[src/rtl/rga_bus_master_if.sv]
`default_nettype none
// ============================================================================
// Interface : rga_bus_master_if
// Brief     : Request queue handshake plus RGA/DB register-bus signals seen
//             by the rga_bus_master initiator (master) and its peer (slave).
// Revision  : 1.0 - initial release
// ============================================================================
interface rga_bus_master_if #(
  parameter int FIFO_DEPTH = 4
);
  localparam int LW = $clog2(FIFO_DEPTH) + 1;

  logic          cck;
  logic          req_valid;
  logic          req_ready;
  logic          req_write;
  logic [7:0]    req_addr;
  logic [15:0]   req_data;
  logic [7:0]    rga;
  logic [15:0]   db_out;
  logic          db_oen;
  logic [15:0]   db_in;
  logic          rd_valid;
  logic [7:0]    rd_addr;
  logic [15:0]   rd_data;
  logic [LW-1:0] level;

  modport master (
    input  cck, req_valid, req_write, req_addr, req_data, db_in,
    output req_ready, rga, db_out, db_oen, rd_valid, rd_addr, rd_data, level
  );

  modport slave (
    output cck, req_valid, req_write, req_addr, req_data, db_in,
    input  req_ready, rga, db_out, db_oen, rd_valid, rd_addr, rd_data, level
  );
endinterface
`default_nettype wire

[src/rtl/rga_bus_master.sv]
`default_nettype none
// ============================================================================
// Module    : rga_bus_master
// Brief     : Queues chip-register read/write requests and issues one per CCK
//             slot on RGA[8:1]/DB[15:0]: address from the rise, write data
//             driven in the low half, read data captured at the closing rise.
//             Optional macro RGA_READBACK_EN enables bus read cycles; without
//             it reads are dropped from the queue at pop time.
// Revision  : 1.0 - initial release
// ============================================================================
module rga_bus_master #(
  parameter int         FIFO_DEPTH = 4,
  parameter logic [7:0] IDLE_RGA   = 8'hFF
) (
  input  wire logic        clk,
  input  wire logic        rst,
  rga_bus_master_if.master bus
);
  localparam int AW = $clog2(FIFO_DEPTH);
  localparam int LW = AW + 1;
  localparam logic [LW-1:0] FULL_LEVEL = LW'(FIFO_DEPTH);

  typedef enum logic [1:0] {
    S_IDLE = 2'd0,
    S_ADDR = 2'd1,
    S_DATA = 2'd2
  } state_t;

  state_t        state, state_nxt;
  logic          cck_d;
  logic          rise, fall, push;
  // Entry layout: [24] write, [23:16] addr[8:1], [15:0] data
  logic [24:0]   mem [FIFO_DEPTH];
  logic [AW-1:0] rd_ptr, wr_ptr;
  logic [LW-1:0] level, pop_cnt, cand_cnt;
  logic          cand_ok;
  logic [24:0]   cand, cur, cur_nxt;
  logic [7:0]    rga_r, rga_nxt;
  logic [15:0]   db_out_r, db_out_nxt;
  logic          db_oen_r, db_oen_nxt;

  assign rise = bus.cck & ~cck_d;
  assign fall = ~bus.cck & cck_d;
  // Ready looks at occupancy only, so a pop in the same clk never frees a slot early
  assign push = bus.req_valid & bus.req_ready;

  assign bus.req_ready = (level != FULL_LEVEL);
  assign bus.level     = level;
  assign bus.rga       = rga_r;
  assign bus.db_out    = db_out_r;
  assign bus.db_oen    = db_oen_r;

  // Queue storage write port (contents need no reset; pointers define validity)
  always_ff @(posedge clk) begin
    if (push) mem[wr_ptr] <= {bus.req_write, bus.req_addr, bus.req_data};
  end

  // Pick the entry a rise would issue and how many entries it consumes
  always_comb begin
    cand_ok  = 1'b0;
    cand     = mem[rd_ptr];
    cand_cnt = '0;
`ifdef RGA_READBACK_EN
    if (level != '0) begin
      cand_ok  = 1'b1;
      cand_cnt = LW'(1);
    end
`else
    // Reads ahead of the first write are discarded in the same pop
    cand_cnt = level;
    for (int i = FIFO_DEPTH - 1; i >= 0; i--) begin
      if ((LW'(i) < level) && mem[rd_ptr + AW'(i)][24]) begin
        cand_ok  = 1'b1;
        cand     = mem[rd_ptr + AW'(i)];
        cand_cnt = LW'(i + 1);
      end
    end
`endif
  end

`ifdef RGA_READBACK_EN
  logic        rd_valid_r, rd_valid_nxt;
  logic [7:0]  rd_addr_r, rd_addr_nxt;
  logic [15:0] rd_data_r, rd_data_nxt;

  assign bus.rd_valid = rd_valid_r;
  assign bus.rd_addr  = rd_addr_r;
  assign bus.rd_data  = rd_data_r;

  // Read-return registers: one-clk pulse with the captured address/data
  always_ff @(posedge clk) begin
    if (rst) begin
      rd_valid_r <= 1'b0;
      rd_addr_r  <= '0;
      rd_data_r  <= '0;
    end else begin
      rd_valid_r <= rd_valid_nxt;
      rd_addr_r  <= rd_addr_nxt;
      rd_data_r  <= rd_data_nxt;
    end
  end
`else
  logic unused_bits;
  assign unused_bits  = ^{bus.db_in, cur[23:16]};
  assign bus.rd_valid = 1'b0;
  assign bus.rd_addr  = '0;
  assign bus.rd_data  = '0;
`endif

  // Bus-cycle sequencing: every rise closes the current slot and opens the next
  always_comb begin
    state_nxt  = state;
    pop_cnt    = '0;
    cur_nxt    = cur;
    rga_nxt    = rga_r;
    db_out_nxt = db_out_r;
    db_oen_nxt = db_oen_r;
`ifdef RGA_READBACK_EN
    rd_valid_nxt = 1'b0;
    rd_addr_nxt  = rd_addr_r;
    rd_data_nxt  = rd_data_r;
`endif
    if (rise) begin
      // A rise in ADDR (missed fall) also closes the slot, without write drive
`ifdef RGA_READBACK_EN
      if ((state != S_IDLE) && !cur[24]) begin
        rd_valid_nxt = 1'b1;
        rd_addr_nxt  = cur[23:16];
        rd_data_nxt  = bus.db_in;
      end
`endif
      db_oen_nxt = 1'b0;
      pop_cnt    = cand_cnt;
      if (cand_ok) begin
        state_nxt = S_ADDR;
        cur_nxt   = cand;
        rga_nxt   = cand[23:16];
      end else begin
        state_nxt = S_IDLE;
        rga_nxt   = IDLE_RGA;
      end
    end else if (fall && (state == S_ADDR)) begin
      if (cur[24]) begin
        db_out_nxt = cur[15:0];
        db_oen_nxt = 1'b1;
      end
      state_nxt = S_DATA;
    end
  end

  // State, queue pointers and registered bus outputs
  always_ff @(posedge clk) begin
    if (rst) begin
      state    <= S_IDLE;
      cck_d    <= 1'b0;
      rd_ptr   <= '0;
      wr_ptr   <= '0;
      level    <= '0;
      cur      <= '0;
      rga_r    <= IDLE_RGA;
      db_out_r <= '0;
      db_oen_r <= 1'b0;
    end else begin
      state    <= state_nxt;
      cck_d    <= bus.cck;
      rd_ptr   <= rd_ptr + pop_cnt[AW-1:0];
      wr_ptr   <= wr_ptr + AW'(push);
      level    <= level + LW'(push) - pop_cnt;
      cur      <= cur_nxt;
      rga_r    <= rga_nxt;
      db_out_r <= db_out_nxt;
      db_oen_r <= db_oen_nxt;
    end
  end
endmodule
`default_nettype wire

[src/flat_wrapper.sv]
// flat-port wrapper written by rule: the top's interface ports become plain ports
module rga_bus_master_flat 
#(
  parameter int         FIFO_DEPTH = 4,
  parameter logic [7:0] IDLE_RGA   = 8'hFF
)
  (clk, rst, bus_cck, bus_req_valid, bus_req_write, bus_req_addr, bus_req_data, bus_db_in, bus_req_ready, bus_rga, bus_db_out, bus_db_oen, bus_rd_valid, bus_rd_addr, bus_rd_data, bus_level);
  rga_bus_master_if #(.FIFO_DEPTH(FIFO_DEPTH)) bus_i ();
  input  wire logic clk;
  input  wire logic rst;
  input wire logic [$bits(bus_i.cck)-1:0] bus_cck;
  input wire logic [$bits(bus_i.req_valid)-1:0] bus_req_valid;
  input wire logic [$bits(bus_i.req_write)-1:0] bus_req_write;
  input wire logic [$bits(bus_i.req_addr)-1:0] bus_req_addr;
  input wire logic [$bits(bus_i.req_data)-1:0] bus_req_data;
  input wire logic [$bits(bus_i.db_in)-1:0] bus_db_in;
  output wire logic [$bits(bus_i.req_ready)-1:0] bus_req_ready;
  output wire logic [$bits(bus_i.rga)-1:0] bus_rga;
  output wire logic [$bits(bus_i.db_out)-1:0] bus_db_out;
  output wire logic [$bits(bus_i.db_oen)-1:0] bus_db_oen;
  output wire logic [$bits(bus_i.rd_valid)-1:0] bus_rd_valid;
  output wire logic [$bits(bus_i.rd_addr)-1:0] bus_rd_addr;
  output wire logic [$bits(bus_i.rd_data)-1:0] bus_rd_data;
  output wire logic [$bits(bus_i.level)-1:0] bus_level;
  assign bus_i.cck = bus_cck;
  assign bus_i.req_valid = bus_req_valid;
  assign bus_i.req_write = bus_req_write;
  assign bus_i.req_addr = bus_req_addr;
  assign bus_i.req_data = bus_req_data;
  assign bus_i.db_in = bus_db_in;
  assign bus_req_ready = bus_i.req_ready;
  assign bus_rga = bus_i.rga;
  assign bus_db_out = bus_i.db_out;
  assign bus_db_oen = bus_i.db_oen;
  assign bus_rd_valid = bus_i.rd_valid;
  assign bus_rd_addr = bus_i.rd_addr;
  assign bus_rd_data = bus_i.rd_data;
  assign bus_level = bus_i.level;
  rga_bus_master #(.FIFO_DEPTH(FIFO_DEPTH), .IDLE_RGA(IDLE_RGA)) u_core (.clk(clk), .rst(rst), .bus(bus_i));
endmodule
[config.mk]
export PLATFORM = sky130hd
export DESIGN_NAME = rga_bus_master_flat
export DESIGN_NICKNAME = d
export VERILOG_FILES = /design/src/rtl/rga_bus_master_if.sv /design/src/rtl/rga_bus_master.sv /design/src/flat_wrapper.sv
export SDC_FILE = /design/constraint.sdc
export NUM_CORES = 1
export LEC_CHECK = 0
export ABC_AREA = 1
export CAP_MARGIN = 30
export CORE_MARGIN = 4
export CORE_UTILIZATION = 61
export CTS_CLUSTER_DIAMETER = 150
export DETAILED_ROUTE_END_ITERATION = 16
export MAX_ROUTING_LAYER = met4
export PLACE_DENSITY = 0.83
export SLEW_MARGIN = 15
export SYNTH_ARGS = -nofsm -noshare
export SYNTH_HDL_FRONTEND = slang
export SYNTH_SLANG_ARGS = --single-unit
[constraint.sdc]
create_clock -name clk -period 9.7 [get_ports clk]
set_input_delay 1.94 -clock clk [delete_from_list [all_inputs] [get_ports clk]]
set_output_delay 1.94 -clock clk [all_outputs]
set_load 0.05 [all_outputs]
-- Yosys cells after proc, flatten, opt, wreduce, memory -nomap -nowiden
Memory sizes are Yosys's and may differ from the RTL's. A register that Yosys moved wholly into a read port is not among the register bits.
Cells that the tools add are included.
- $add $sub $neg: 7
- magnitude comparators: 4
- equality and inequality tests: 2
- multiplexer cells: 20
- bitwise operators: 6
- reduce and logical (&&, ||, !) cells: 10
- operators by type and width (operator ; count):
    $mux 25 ; 4
    $mux 3 ; 5
    $mux 8 ; 1
    $mux 1 ; 7
    $lt 1x3->1 const A ; 2
    $lt 2x3->1 const A ; 2
    $mux 2 ; 3
    $logic_and 1x1->1 ; 5
    $add 2x2->2 const B ; 2
    $reduce_and 2->1 ; 2
    $add 3x1->3 ; 1
    $and 1x1->1 ; 3
    $ne 3x3->1 const B ; 1
    $not 1->1 ; 3
    $reduce_and 3->1 ; 1
    $sub 3x3->3 ; 1
    $add 2x1->2 ; 1
    $add 2x1->2 const B ; 1
    $add 2x2->2 ; 1
    $eq 2x1->1 const B ; 1
    $reduce_bool 2->1 ; 1
    $reduce_or 2->1 ; 1
- register bits after elaboration: 60
- RAM bits: 100
- logic and storage cells: 59
- memories: 1
- memories (memory ; words ; width ; read ports ; clocked after memory_dff ; wr ports ; line ; text):
    u_core.mem ; 4 ; 25 ; 4 ; 1 ; 1 ; rga_bus_master.sv:33 ; logic [24:0] mem [FIFO_DEPTH];

-- Logic depth before layout (Yosys ltp)
Gate-level depths: netlist of run 1.
An unclocked memory read counts as a cell.
- word-level depth: 10
- gate-level depth with buffers: 20

-- Least setup slack after synthesis of run 1
OpenSTA, ideal clock, no wires.
- path kind: input -> register
- from: input bus_req_valid
- to: memory u_core.mem[0][0] (enable)
- arrival time: 3.806 ns
- required time: 9.261 ns
- setup slack: 5.455 ns
- stages on the path: 2
- cell sequence: nand2_1 nor3_1
- cells in the longest elaborated chain, start to end: 3
- ends and longest elaborated chain (item ; line ; text):
    start, declared ; flat_wrapper.sv:12 ; input wire logic [$bits(bus_i.req_valid)-1:0] bus_req_valid;
    $and 1x1->1 ; rga_bus_master.sv:45 ; assign push = bus.req_valid & bus.req_ready;
    $mux 1 ; rga_bus_master.sv:55 ; if (push) mem[wr_ptr] <= {bus.req_write, bus.req_addr, bus.req_data};
    $mux 1 (implied by the code) ; rga_bus_master.sv:55 ;
    end, declared ; rga_bus_master.sv:33 ;
Every way passes these cells.

-- Worst setup path in the final report of run 1
- from: input bus_cck
- to: register u_core.level[2], in the netlist u_core.bus.level[2]
- cells in the longest elaborated chain, start to end: 3
- ends and longest elaborated chain (item ; line ; text):
    start, declared ; flat_wrapper.sv:11 ; input wire logic [$bits(bus_i.cck)-1:0] bus_cck;
    $and 1x1->1 ; rga_bus_master.sv:42 ; assign rise = bus.cck & ~cck_d;
    $mux 3 ; rga_bus_master.sv:123 ; if (rise) begin
    $sub 3x3->3 ; rga_bus_master.sv:168 ; level <= level + LW'(push) - pop_cnt;
    end signal, assigned ; rga_bus_master.sv:168 ;
    end, declared ; rga_bus_master.sv:35 ; logic [LW-1:0] level, pop_cnt, cand_cnt;
Every way passes these cells.
A chain may end at the register's enable or synchronous reset.

==> impl_results.md, run 1 <==
- Core region area: roughly 14000 um2
- Initial antenna violation count: 0
- Placed Cells: between 1000 and 1500
- Placed cell areas: ~9200 um2
- Buffers on Ports: 57
- Non-filler cells, final: roughly 1400
- I/O pin total: 99
- LEAKAGE: 4.20 nW
- Most common cell after layout, fill and taps aside: nand2_1
- Yosys Warn Count: 0
- Final period util: 0.464
- Vias in the first global route: 6820
- Die area: 16200 um2
- Largest stage delay on the critical path: roughly 0.47 ns
- Clk_lat worst skew: approximately 0.43 ns
- Top-area cell type share of the netlist area: 0.346
- Number of DRC markers in iteration 0: 815
- Kind of critical path: in -> reg
- ANT cells: 0
- Largest family of logic cells by synthesized area: simple AND/OR/NAND/NOR gates
- CTS Sinks: about 150
- Area leader, netlist: edfxtp_1
- R2R Path Start: u_core.rd_ptr[0]
- Post-Synth Simple-Gate Area: 0.322
- CP Cell Sequence: clkdlybuf4s50_1 -> inv_1 -> nor2_2 -> inv_2 -> a21oi_1 -> ha_1 -> inv_1 -> ha_1 -> fa_1 -> xnor2_1 -> nand2_1 -> nand2_1 -> nor2_1
- Post-synth EDFFs: 100
- Post-route ant nets: 0
- Worst EP required: between 10 and 15 ns
- Reg clk slew, reported paths: roughly 0.060 ns
- Post-cts hold buffer count: 0
- Post-cts sizing count: 0
- Tmin final: around 4.5 ns
- Startpoint class of the critical path: input port
- Post-synth ARST share: 0
- Slew HR: 0.349
- Power Internal: approximately 1.6 mW
- Die Wd: 127 um
- Setup crit end kind: flip-flop
- CTS tree: built
- Fin Setup TNS: 0 ns
- Final-stage net count: ~1200
- Final instance area: 9760 um2
- GPL Wtd Cong: between 0.8 and 0.9
- Drt first pass iters: 6
- Switch share: 0.449
- Global route overflow: 0
- Row cnt: 43
- Mux cell area share after synthesis: 0
- Worst R2R Setup Slack: 5.52 ns
- Flops & latches, synth: ~150
- Detailed Place HPWL: about 12000 um
- Clock buffer depth: 2
- Worst hold-check path type: reg -> reg
- P_sw: 1.34 mW
- Remaining DRCs: 0
- Avg Synthesized Cell Area: ~7.3 um2
- Reg2reg end: u_core.bus.level[2]
- Fin. max-slew vios: 0
- DIE HEIGHT: 127 um
- Synth cell types: 34
- RSZ-0062 raised after global routing: false
- CP max stage cell: nor2_2
- Max cap viols: 0
- Number of buffers created by CTS: 17
- Synthesized cell area: 8680 um2
- First-pass GRT wire length: around 32000 um
- Vias: ~7500
- Compound-Gate Fraction of Synth Area: 0.103
- PD cells: 305 nW/um2
- Largest cells by area after synthesis: edfxtp_1 35%, nand2_1 20%, dfxtp_1 12%
- Vias/cell: around 5.4
- VDD IR max: 0.000185 V
- Outcome: finished, final reports clean
- Commonest register cell after synthesis: edfxtp_1
- Worst-path maximum fanout: 28
- Drt wl/cell: approximately 14 um
- Overall routed net length: 19400 um
- CTS Root Buffer Type: clkbuf_16
- H-Tree Depth: 4
- Setup Fix Bufs, Post-CTS: 0
- Adder-Cell Fraction of Synth Area: 0.00951
- Crit path launch: bus_cck
- Sequential element share of the synthesized area: 0.466
- Comb pwr share: 0.490
- Initial Utilization: 0.623
- Sequential share of power: 0.293
- Layout cells sized above 1: 0.0794
- Util after Layout: 0.700
- Maximum achievable frequency: around 220 MHz
- Commonest cells after routing, fill and taps aside: 454 x nand2_1, 101 x nor2_1, 100 x edfxtp_1, 89 x o21ai_0, 87 x nand3_1
- Clock skew: roughly 0.008 ns
- Worst EP arrival: 4.82 ns
- Fin. Hold Viols: 0
- Post-synthesis xor/xnor area fraction: 0.00303
- Area growth, synth to finish: 12.4%
- R2r worst-path depth: 16
- Overall global routing resource usage: 0.255
- Worst hold margin: roughly 0.45 ns
- Least-Margin Pin Slew: between 0.9 and 1 ns
- Clock network fraction of total power: 0.218
- Setup crit end: u_core.bus.level[2]
- Setup violations, final: 0
- Largest net degree at the start of global routing: slightly below 90
- Mapped Cells: around 1200
## state kept, by name (all words and copies together) (netlist names)
register,cells
u_core.bus.rga,8
u_core.mem,100
u_core.bus.db_oen,1
u_core.bus.db_out,16
u_core.state,2
u_core.rd_ptr,2
u_core.wr_ptr,2
u_core.cck_d,1
u_core.cur,17
u_core.bus.level,3
## critical path: cells and delay by family
kind                     cells  cell delay [ns]
AO/OA/AOI/OAI                1             0.30
XOR/XNOR                     1             0.19
adder cells (fa/ha/maj)      3             0.73
buffers and inverters        4             0.99
AND/OR/NAND/NOR              4             0.65
## per-layer routing
metal	vias up	routed length, um	part of all wire	track usage
met5	-	0	0	-
met4	0	380	0.020	0.0871
met3	35	1370	0.071	0.0481
met2	277	9360	0.48	0.422
met1	3390	8260	0.43	0.315
li1	3792	-	-	-
## cell type report
type	count	area, um2
Clock buffer	25	543
Clock inverter	7	47.5
Fill cell	1123	4180
Inverter	76	288
Multi-Input combinational cell	880	3920
Sequential cell	152	4050
Tap cell	180	225
Timing Repair Buffer	69	688
## cell families after synthesis
logic type,Yosys count
simple gates,684
buf+inv,173
compound gates,162
flops,152
fa+ha+maj,6
xor+xnor,3
other cells,1
## metrics by stage
| step | setup slack (ns) | total power, mW |
|---|---|---|
| floorplan | 5.46 | 2.04 |
| global placement | 4.82 | 2.26 |
| detailed placement | 4.78 | 2.31 |
| CTS | 5.22 | 2.97 |
| global route | 4.97 | 3.22 |
| finish | 5.20 | 2.98 |
## worst min path at each step
stage                                startpoint  depth (start not counted)                    end
after floorplan                  u_core.cur[24]                          2         u_core.cur[24]
after global placement     u_core.bus.db_out[8]                          2   u_core.bus.db_out[8]
after detailed placement      u_core.bus.db_oen                          2      u_core.bus.db_oen
after CTS                     u_core.bus.db_oen                          2      u_core.bus.db_oen
after global routing       u_core.bus.db_out[4]                          2   u_core.bus.db_out[4]
final                     u_core.bus.db_out[12]                          2  u_core.bus.db_out[12]
## power groups by stage
stage	clock network (mW)	registers, mW	logic [mW]
after detailed placement	0	0.882	1.43
after floorplan	0	0.890	1.15
after global placement	0	0.878	1.38
after CTS	0.656	0.870	1.45
after global routing	0.683	0.885	1.66
final	0.649	0.872	1.46
## synthesized netlist by cell type, types with 2 or more instances
| cell | count |
|---|---|
| inv_1 | 73 |
| a21oi_2 | 8 |
| clkbuf_1 | 29 |
| edfxtp_1 | 100 |
| o21ai_0 | 89 |
| a21oi_1 | 38 |
| buf_1 | 6 |
| nor2_1 | 101 |
| o211ai_1 | 8 |
| buf_2 | 28 |
| dfxtp_1 | 52 |
| nand2_4 | 2 |
| xnor2_1 | 2 |
| ha_1 | 5 |
| nand2_1 | 454 |
| a31oi_1 | 16 |
| buf_4 | 30 |
| nor3_1 | 4 |
| nand3_1 | 87 |
| nand2_2 | 16 |
| or2_2 | 17 |
| buf_6 | 4 |
Note: power is estimated with default switching activity, not from simulation.
==> run 2: changes to the inputs <==
Settings changed: CORE_UTILIZATION 61 to 51, PLACE_DENSITY 0.83 to 0.73.
Clock period 9.7 ns to 3.8 ns, I/O delays scaled along.
==> impl_results.md, run 2 (synthesis results as in run 1) <==
- Non-filler cells, final: between 1000 and 1500
- Worst-path maximum fanout: 42
- RSZ-0062 raised after global routing: false
- Final period util: 0.897
- Drt first pass iters: 14
- CTS Sinks: 152
- Post-cts hold buffer count: 0
- Crit path max-delay family: simple AND/OR/NAND/NOR gates
- Clock skew: 0.00684 ns
- WP buf/inv: 3
- Slew HR: 0.564
- CTS tree: built
- Failing checks: DRC
- GPL Wtd Cong: 0.848
- Fin. Hold Viols: 0
- Vias/cell: 5.14
- Remaining DRCs: 1
- Clock buffer depth: 2
- Kind of critical path: reg -> reg
- Worst R2R Setup Slack: ~0.4 ns
- Startpoint class of the critical path: flip-flop
- Fin. max-slew vios: 0
- Maximum achievable frequency: approximately 290 MHz
- First-pass GRT wire length: roughly 32000 um
- Initial antenna violation count: 0
- ANT cells: 0
- Vias: 7392
- Drt wl/cell: about 14 um
- Number of DRC markers in iteration 0: between 500 and 600
- Outcome: finished with violations
- Overall global routing resource usage: 0.208
- Worst hold margin: about 0.44 ns
- Die area: roughly 19000 um2
- H-Tree Depth: 4
- Setup violations, final: 0
- Fin Setup TNS: 0 ns
- I/O pin total: between 90 and 100
- Worst EP required: roughly 4.1 ns
- Reg clk slew, reported paths: about 0.06 ns
- Least-Margin Pin Slew: between 0.6 and 0.7 ns
- Worst EP arrival: about 3.7 ns
- Detailed Place HPWL: about 12000 um
- Tmin final: 3.41 ns
- Final-stage net count: 1257
- LEAKAGE: 4.24 nW
- CP max stage cell: dfxtp_4
- Overall routed net length: 19600 um
- Layout cells sized above 1: 0.0861
- CTS Root Buffer Type: clkbuf_16
- Placed Cells: about 1400
- Core region area: ~17000 um2
- Row cnt: 47
- VDD IR max: between 0.0005 and 0.0006 V
- Clk_lat worst skew: approximately 0.42 ns
- Post-route ant nets: 0
- Setup Fix Bufs, Post-CTS: 0
- PD cells: approximately 770 nW/um2
- Largest stage delay on the critical path: 0.50 ns
- Setup crit end kind: flip-flop
- Vias in the first global route: roughly 6400
- Largest register by flop count: u_core.mem
- CP Cell Sequence: inv_4 -> nand2_1 -> nand2_1 -> nand2_2 -> nand2_4 -> nand2_2 -> clkinv_1 -> o21ai_0 -> nand2_1 -> a21oi_1 -> ha_1 -> inv_1 -> ha_1 -> fa_1 -> xnor2_1 -> nand2_1 -> nand2_1 -> nor2_1
- Global route overflow: 0
- Largest net degree at the start of global routing: between 60 and 70
- Util after Layout: 0.593
- Buffers on Ports: 57
- Initial Utilization: 0.522
- Placed cell areas: just over 9000 um2
- Die Wd: about 140 um
- Most common cell after layout, fill and taps aside: nand2_1
- Worst hold-check path type: reg -> reg
- Final setup margin: between 0.3 and 0.4 ns
- Commonest cells after routing, fill and taps aside: 454 x nand2_1, 101 x nor2_1, 100 x edfxtp_1, 89 x o21ai_0, 87 x nand3_1
- Number of buffers created by CTS: 17
- Max cap viols: 0
- Post-cts sizing count: 0
- DIE HEIGHT: around 140 um
- Area growth, synth to finish: 13.8%
- Max reg flops: 100
- Pre-CTS setup slack: roughly 0.28 ns
- Most frequent CP cell: nand2_1
- Pwr Total: 7.62 mW
- Final instance area: approximately 9900 um2
run 2: worst reg2reg max path: stages (launching register included):
cell,delay (ns)
dfxtp_4,0.50
inv_4,0.23
nand2_1,0.11
nand2_1,0.10
nand2_2,0.09
nand2_4,0.17
nand2_2,0.15
clkinv_1,0.29
o21ai_0,0.25
nand2_1,0.08
a21oi_1,0.19
ha_1,0.15
inv_1,0.04
ha_1,0.20
fa_1,0.38
xnor2_1,0.21
nand2_1,0.08
nand2_1,0.06
nor2_1,0.05
run 2: cell type report:
class	instances	area (um2)
clock inverters	11	65.1
well taps	220	275
inverters	76	288
clock buffers	21	504
flip-flops and latches	152	4050
fillers	1519	6770
repair buffers	79	779
multi-input cells	880	3920
run 2: metal layers:
metal | share of wire | track usage | up-vias
li1 | - | - | 3809
met4 | 0.016 | 0.0728 | 0
met2 | 0.47 | 0.335 | 278
met3 | 0.073 | 0.0387 | 28
met1 | 0.44 | 0.265 | 3277
met5 | 0 | - | -
run 2: worst paths after layout:
path | start | end | cells after the start
worst max-delay path | u_core.rd_ptr[0] | u_core.bus.level[2] | 18
worst min-delay path | u_core.bus.db_out[2] | u_core.bus.db_out[2] | 2
worst max register to register | u_core.rd_ptr[0] | u_core.bus.level[2] | 18
worst min register to register | u_core.bus.db_out[2] | u_core.bus.db_out[2] | 2
run 2: power breakdown:
part / switching [mW] / leakage, nW / internal (mW)
combinational: 2.58 / 2.62 / 1.23
clock: 0.651 / 0.284 / 0.944
sequential: 0.184 / 1.34 / 2.02
==> run 3: changes to the inputs <==
Settings changed: SKIP_CTS_REPAIR_TIMING set to 1.
==> results of run 3 <==
Final layout, timing and power as in run 2 (identical DEF).
==> patch: new RTL, config.mk and constraints of run 2 <==
`FIFO_DEPTH` is set to 4 in 3 places; all go to 2.
--- a/src/rtl/rga_bus_master_if.sv
+++ b/src/rtl/rga_bus_master_if.sv
@@ -8,3 +8,3 @@
 interface rga_bus_master_if #(
-  parameter int FIFO_DEPTH = 4
+  parameter int FIFO_DEPTH = 2
 );
--- a/src/rtl/rga_bus_master.sv
+++ b/src/rtl/rga_bus_master.sv
@@ -11,3 +11,3 @@
 module rga_bus_master #(
-  parameter int         FIFO_DEPTH = 4,
+  parameter int         FIFO_DEPTH = 2,
   parameter logic [7:0] IDLE_RGA   = 8'hFF
--- a/src/flat_wrapper.sv
+++ b/src/flat_wrapper.sv
@@ -3,3 +3,3 @@
 #(
-  parameter int         FIFO_DEPTH = 4,
+  parameter int         FIFO_DEPTH = 2,
   parameter logic [7:0] IDLE_RGA   = 8'hFF
Ports: changed (resized bus_level); port bits go from 99 to 98. The function was not compared with the original's and may differ.
==> patch against run 2 <==
- sequential cell count shrank 53
- fmax is 21% higher
- via count decreased by 57%
- global-route usage fell by 4.3 points
- power is 62% lower
- cell area down 48%
- routed wire length decreased by 58%
- sequential power fell by 38%
- largest cell class unchanged
- non-clock buffer count decreased by 16
- clock power is 60% lower
- synthesized area is 49% lower
- worst setup slack improved by 590 ps
==> patch: results (changes against run 2) <==
[finish]
final_cells = 645  ; -55%
num-multi-input-gates = 324  ; -63%
inv_count = 38  ; -50%
nNetsFinal = 584  ; -54%
drive_gt1_frac = 0.0852  ; -0.000951
clockBufferCount = 12  ; -43%

[synth]
ys_seq_area_frac = 0.559  ; +0.0927
synth_compound_area_frac = 0.136  ; +0.0325
synthTopCellsByCount = 105 x nand2_1, 52 x a21oi_1, 50 x edfxtp_1, 49 x dfxtp_1, 35 x inv_1
synth_edf_count = 50  ; -50%
synth_fa_ha_area_frac = 0.0113  ; +0.00175
synth_area_leaders = edfxtp_1 34%, dfxtp_1 22%, nand2_1 8.9%

[timing]
clock.fmax_mhz = 355  ; +21%
worst_slew_pin_slew_ps = 608  ; -45.2 ps
hold_ws_ps = 449  ; +6.70 ps

[setup_path]
ff2ff_setup_slack_ps = 980  ; +590 ps
max_stage_delay_ps = 480  ; -20 ps
r2r_cells = 14  ; -4

[detailed_routing]
wl_met2_mm = 3.76  ; -59%
wl_per_cell_um = 12.7  ; -6.6%

[placement]
place_ws_ps = 778  ; +499 ps
portBuffers = 56  ; -1.8%

[global_routing]
grt_pass1_vias = 2838  ; -56%

[clock_network]
clock_latency_ps = 360  ; -60 ps
htree_levels = 3  ; -1

[status]
status = finished, final reports clean

-- patch: cell types whose count changed after synthesis, moves of 10 or more --
cell      delta
nand3_1     -53
o21ai_0     -60
o21ai_1     +20
clkbuf_1    -15
nand2_1    -349
a31oi_1     -16
buf_2       -19
a21oi_1     +14
nor2_1      -81
a21boi_0    +10
nand2_2     -13
inv_1       -38
edfxtp_1    -50
-- patch: worst max-delay path by stage --
stage                                         from                        endpoint
after floorplan                            bus_cck  u_core.bus.level[1]$_SDFF_PP0_
after global placement                     bus_cck      u_core.cur[7]$_SDFFE_PP0P_
after detailed placement                   bus_cck     u_core.cur[11]$_SDFFE_PP0P_
after CTS                 u_core.rd_ptr$_SDFF_PP0_  u_core.bus.level[1]$_SDFF_PP0_
after global routing      u_core.rd_ptr$_SDFF_PP0_  u_core.bus.level[1]$_SDFF_PP0_
final                     u_core.rd_ptr$_SDFF_PP0_  u_core.bus.level[1]$_SDFF_PP0_
